===== src/rtl/display_panel_capture.sv =====
// Panel-interface capture: rebuilds bit-planes shifted on rgb/oclk, counts
// the '1' latches per column/segment/channel to recover the PWM intensity,
// and dumps one pixel per column when the row address changes or on flush.
module display_panel_capture #(
  parameter int segments = 1,
  parameter int rows     = 8,
  parameter int columns  = 32,
  parameter int bitwidth = 8
) (
  input  logic                             clk,
  input  logic                             rst,
  input  logic [3*segments-1:0]            rgb,
  input  logic                             oclk,
  input  logic                             lat,
  input  logic                             oe,
  input  logic [$clog2(rows)-1:0]          row,
  input  logic                             flush,
  output logic                             wr_en,
  output logic [$clog2(rows)-1:0]          wr_row,
  output logic [$clog2(columns)-1:0]       wr_column,
  output logic [3*bitwidth*segments-1:0]   wr_pixel,
  output logic                             busy,
  output logic                             err_count,
  output logic                             err_oe,
  output logic                             err_overrun
);

  localparam int LANES = 3 * segments;
  localparam int SR_W  = LANES * columns;
  localparam int SC_W  = $clog2(columns + 2);
  localparam int CNT_W = bitwidth + 1;
  localparam int RW    = $clog2(rows);
  localparam int CW    = $clog2(columns);
  localparam int PIX_W = 3 * bitwidth * segments;

  // A counter can only exceed the channel maximum by reaching exactly 2**bitwidth.
  localparam logic [CNT_W-1:0] CNT_MAX = {1'b1, {bitwidth{1'b0}}};

  typedef enum logic [1:0] {IDLE, DUMP, CLEAR} state_t;

  state_t               state;
  logic [CW-1:0]        idx;
  logic [RW-1:0]        acc_row;
  logic                 oclk_q;
  logic                 lat_q;
  logic [SR_W-1:0]      sr;
  logic [SR_W-1:0]      sr_nx;
  logic [SC_W-1:0]      sh_cnt;
  logic [SC_W-1:0]      sh_cnt_nx;
  logic [CNT_W-1:0]     cnt [columns][LANES];
  logic                 oclk_rise;
  logic                 lat_rise;
  logic                 lat_acc;
  logic [CW-1:0]        col_sel;
  logic [PIX_W-1:0]     pix_sel;

  // Clamp a latch count to the channel range (2**bitwidth reads as all ones).
  function automatic logic [bitwidth-1:0] sat_chan(input logic [CNT_W-1:0] v);
    return v[bitwidth] ? {bitwidth{1'b1}} : v[bitwidth-1:0];
  endfunction

  assign oclk_rise = oclk & ~oclk_q;
  assign lat_rise  = lat & ~lat_q;
  assign lat_acc   = lat_rise && (state == IDLE);

  // Post-shift view of the shift register and shift count, so a latch in the
  // same clk as a shift sees the freshly shifted bits.
  always_comb begin
    sr_nx     = sr;
    sh_cnt_nx = sh_cnt;
    if (oclk_rise) begin
      sr_nx = SR_W'({sr, rgb});
      if (sh_cnt != SC_W'(columns + 1)) sh_cnt_nx = sh_cnt + 1'b1;
    end
  end

  // Column whose pixel is loaded into the write registers at the next edge.
  always_comb begin
    col_sel = '0;
    if (state == DUMP && idx != CW'(columns - 1)) col_sel = idx + 1'b1;
    pix_sel = '0;
    for (int k = 0; k < LANES; k++)
      pix_sel[k*bitwidth +: bitwidth] = sat_chan(cnt[col_sel][k]);
  end

  // Edge-detect history, shift register and shift count.
  always_ff @(posedge clk or posedge rst) begin
    if (rst) begin
      oclk_q <= 1'b0;
      lat_q  <= 1'b0;
      sr     <= '0;
      sh_cnt <= '0;
    end else begin
      oclk_q <= oclk;
      lat_q  <= lat;
      sr     <= sr_nx;
      sh_cnt <= lat_acc ? '0 : sh_cnt_nx;
    end
  end

  // Per column/lane latch counters; cleared after each dump.
  always_ff @(posedge clk or posedge rst) begin
    if (rst) begin
      for (int c = 0; c < columns; c++)
        for (int k = 0; k < LANES; k++) cnt[c][k] <= '0;
    end else if (state == CLEAR) begin
      for (int c = 0; c < columns; c++)
        for (int k = 0; k < LANES; k++) cnt[c][k] <= '0;
    end else if (lat_acc) begin
      for (int c = 0; c < columns; c++)
        for (int k = 0; k < LANES; k++)
          if (sr_nx[(columns-1-c)*LANES + k] && cnt[c][k] != CNT_MAX)
            cnt[c][k] <= cnt[c][k] + 1'b1;
    end
  end

  // Sticky protocol error flags.
  always_ff @(posedge clk or posedge rst) begin
    if (rst) begin
      err_count   <= 1'b0;
      err_oe      <= 1'b0;
      err_overrun <= 1'b0;
    end else if (lat_rise) begin
      if (state == IDLE) begin
        if (sh_cnt_nx != SC_W'(columns)) err_count <= 1'b1;
        if (oe) err_oe <= 1'b1;
      end else begin
        err_overrun <= 1'b1;
      end
    end
  end

  // Dump FSM with registered write port: one column per clk, then a clear clk.
  always_ff @(posedge clk or posedge rst) begin
    if (rst) begin
      state     <= IDLE;
      idx       <= '0;
      acc_row   <= '0;
      wr_en     <= 1'b0;
      wr_row    <= '0;
      wr_column <= '0;
      wr_pixel  <= '0;
      busy      <= 1'b0;
    end else begin
      case (state)
        IDLE: begin
          if (row != acc_row || flush) begin
            state     <= DUMP;
            idx       <= '0;
            wr_en     <= 1'b1;
            wr_row    <= acc_row;
            wr_column <= '0;
            wr_pixel  <= pix_sel;
            busy      <= 1'b1;
            acc_row   <= row;
          end
        end
        DUMP: begin
          if (idx == CW'(columns - 1)) begin
            state <= CLEAR;
            wr_en <= 1'b0;
          end else begin
            idx       <= idx + 1'b1;
            wr_column <= idx + 1'b1;
            wr_pixel  <= pix_sel;
          end
        end
        CLEAR: begin
          state <= IDLE;
          busy  <= 1'b0;
        end
        default: begin
          state <= IDLE;
          wr_en <= 1'b0;
          busy  <= 1'b0;
        end
      endcase
    end
  end

endmodule


===== config.mk =====
export PLATFORM = sky130hd
export DESIGN_NAME = display_panel_capture
export DESIGN_NICKNAME = d
export VERILOG_FILES = /design/src/rtl/display_panel_capture.sv
export SDC_FILE = /design/constraint.sdc
export NUM_CORES = 2
export LEC_CHECK = 0
export BUFFER_PORTS_ARGS = -buffer_cell sky130_fd_sc_hd__buf_4
export CAP_MARGIN = 10
export CORE_MARGIN = 2
export CORE_UTILIZATION = 28
export DETAILED_ROUTE_END_ITERATION = 10
export SYNTH_ARGS = -nofsm -noshare
export SYNTH_HDL_FRONTEND = slang
export SYNTH_SLANG_ARGS = --single-unit

===== constraint.sdc =====
create_clock -name clk -period 59 [get_ports clk]
set_clock_uncertainty 0.15 [all_clocks]
set_input_delay 11.8 -clock clk [delete_from_list [all_inputs] [get_ports clk]]
set_output_delay 11.8 -clock clk [all_outputs]
set_load 0.005 [all_outputs]

==> impl_metrics.py <==
metrics = {
    "run_status": {
        "run_status": "complete, no violations",
    },
    "sta": {
        "worst_slew_pin_slew_ps": 1200,
        "max_slew_margin_pct": 19.90,
        "finalSetupViolations": 0,
        "fin_setup_tns_ps": 0,
        "fmax_mhz": 68.65,
        "timing.final.crit_share_pct": 24.69,
        "timing.final.max_slew_violations": 0,
        "rsz0062_at_grt": "no",
        "hold_violations": 0,
        "finalCriticalPeriod_ps": 14570,
    },
    "final_layout": {
        "synthToLayoutAreaGrowth_pct": 11.87,
        "utilization_pct": 31.52,
        "drive_above_1_share_pct": 7.713,
        "fin_nets": 6350,
        "final_cell_mix": "nor2_1 (1,031), dfrtp_1 (1,009), xor2_1 (482)",
        "mostFrequentLayoutCell": "nor2_1",
        "nFillCells": 21290,
    },
    "synthesis": {
        "ys_ff_latch": 1010,
        "synth_edf_count": 0,
        "ys_warn_count": 0,
        "syn_inst": 6266,
        "synthesis.nets": 6474,
        "ys_seq_area_share_pct": 43.32,
        "synthFlopType": "dfrtp_1",
        "synthArstFlopShare_pct": 100.0,
        "ys_types": 70,
        "syn_area_per_cell_sq_um": 9.311,
        "netlist.area_leader.share_pct": 43.32,
        "synthesis.area_sq_mm": 0.05834,
        "synthTopCellsByArea": "dfrtp_1 (43%), xor2_1 (7.3%), nor2_1 (6.7%), ha_1 (4.2%), mux2i_1 (4.1%)",
        "yosys.area.top_type": "dfrtp_1",
    },
    "pwr": {
        "p_leak_nw": 29.17,
        "power.density_mw_per_mm2": 39.68,
        "irDropWorstVdd_mv": 0.03781,
    },
    "clock_tree": {
        "cts_tree": "yes",
        "clock_sinks": 1010,
        "path_clk_slew_ps": 70,
        "hold_buffers": 0,
        "cts_made_buffers": 111,
        "cts-root-buf": "clkbuf_16",
        "post-cts-setup-buffers": 0,
        "ctsHtreeMaxLevel": 3,
        "insertion_delay_ps": 750,
        "cts.path.max_buffers": 3,
        "ctsResizeCount": 0,
    },
    "global_routing": {
        "grt_util_all_layers_pct": 15.09,
        "antenna_found_initial": 3,
        "grt_max_degree": 168,
        "grt_pass1_vias": 44070,
        "grt_overflow": 0,
        "grt_pass1_wl_um": 256200,
    },
    "floorplanning": {
        "core_area_sq_mm": 0.2071,
        "placementRows": 167,
        "num_io_pins": 49,
        "initial_core_util_pct": 28.18,
        "dieArea_sq_mm": 0.2120,
        "die_h_um": 460.5,
        "die_w_um": 460.5,
    },
    "routing": {
        "drc": 0,
        "num_vias": 46100,
        "vias_per_cell": 5.108,
        "first_pass_iters": 6,
        "wl_per_cell_um": 18.01,
        "wirelength_um": 162600,
        "postRouteAntennaNets": 0,
        "drt-initial-drc-count": 3707,
    },
    "hold_path": {
        "hold_path_class": "flip-flop to flip-flop",
    },
    "worst_setup_path": {
        "critPathMaxFanout": 103,
        "arrival_ps": 15130,
        "critPathLaunchType": "input port",
        "worst_ep_required_time_ps": 59560,
        "critPathKind": "input port to async pin",
        "end_kind": "async pin",
    },
    "placed_design": {
        "port_buffers": 48,
        "gp_congestion": 0.8929,
        "place_hpwl_um": 109300,
    },
    "job": {
        "maxCapViolations": 0,
    },
}
[power breakdown]
| part | switching [W] | total, W | internal [W] |
|---|---|---|---|
| clock network | 0.000302 | 0.000743 | 0.000441 |
| registers | 0.0000680 | 0.000815 | 0.000747 |
| logic | 0.000711 | 0.00103 | 0.000321 |
| total | 0.00108 | 0.00259 | 0.00151 |
[cells by family after synthesis]
family / synth area share (%)
AO/OA/AOI/OAI: 11.72
XOR/XNOR: 10.24
adder cells (fa/ha/maj): 4.203
buffers and inverters: 4.443
flip-flops: 43.32
multiplexers: 5.567
AND/OR/NAND/NOR: 20.51
[worst max-delay path: stages]
cell	delay, ps
buf_4	130
inv_8	420
buf_4	900
buf_4	810
buf_4	880
[flip-flops by register name (all words and copies together) (netlist names)]
register     count
err_overrun      1
wr_en            1
acc_row          3
state            2
err_count        1
sh_cnt           6
wr_pixel        24
cnt            864
lat_q            1
oclk_q           1
wr_row           3
busy             1
idx              5
err_oe           1
sr              96
[synth_stat cells (90+ instances only)]
cell type,instances
mux2i_1,239
inv_1,295
a21oi_1,170
nand4_1,238
dfrtp_1,1010
xor2_1,483
ha_1,196
o221ai_1,90
clkbuf_1,250
nand3_1,175
nor2_1,1035
and3_1,126
o21ai_0,236
xnor2_1,199
or3_1,103
nand2_1,421
[per-stage QoR]
stage	area (sq um)	instances	worst slack, ps	total power (W)	hold WS (ps)
floorplan	58340	6266	18630	0.001434	301.0
global placement	61380	8817	43400	0.001832	292.3
detailed placement	61380	8817	43340	0.001840	302.0
CTS	65270	9024	44130	0.002594	317.5
global route	65270	9024	43800	0.002710	351.4
finish	65270	9025	44430	0.002590	314.4
[layer usage]
layer	part of all wire, %	vias to the layer above	global-route usage (%)	routed length, um
met1	45	22940	20.62	72490
li1	-	21680	-	-
met2	46	1232	23.91	74320
met3	6.2	245	2.417	10010
met5	0	-	0	0
met4	3.5	0	5.587	5745
[layout make-up]
type / count / area, sq um / area share [%]
timing repair buffer: 108 / 873.3 / 1.338
antenna: 1 / 2.502 / 0.003834
clock buffer: 159 / 3301 / 5.057
inverter: 296 / 1119 / 1.714
clock inverter: 48 / 589.3 / 0.9029
multi-input combinational: 4615 / 30620 / 46.91
tap: 2788 / 3488 / 5.345
sequential: 1010 / 25280 / 38.73
[final timing paths]
path | startpoint | end | slack [ps] | cells after the start
hold reg to reg | err_oe | err_oe | 310 | 1
setup / recovery | rst | cnt[593] | 44430 | 5
setup reg to reg | idx[0] | wr_pixel[21] | 52800 | 13
max in group clk | row[2] | wr_pixel[12] | 44640 | 9
min in group asynchronous | rst | cnt[402] | 11020 | 2
hold / removal | err_oe | err_oe | 310 | 1
(Power assumes the default switching activity.)
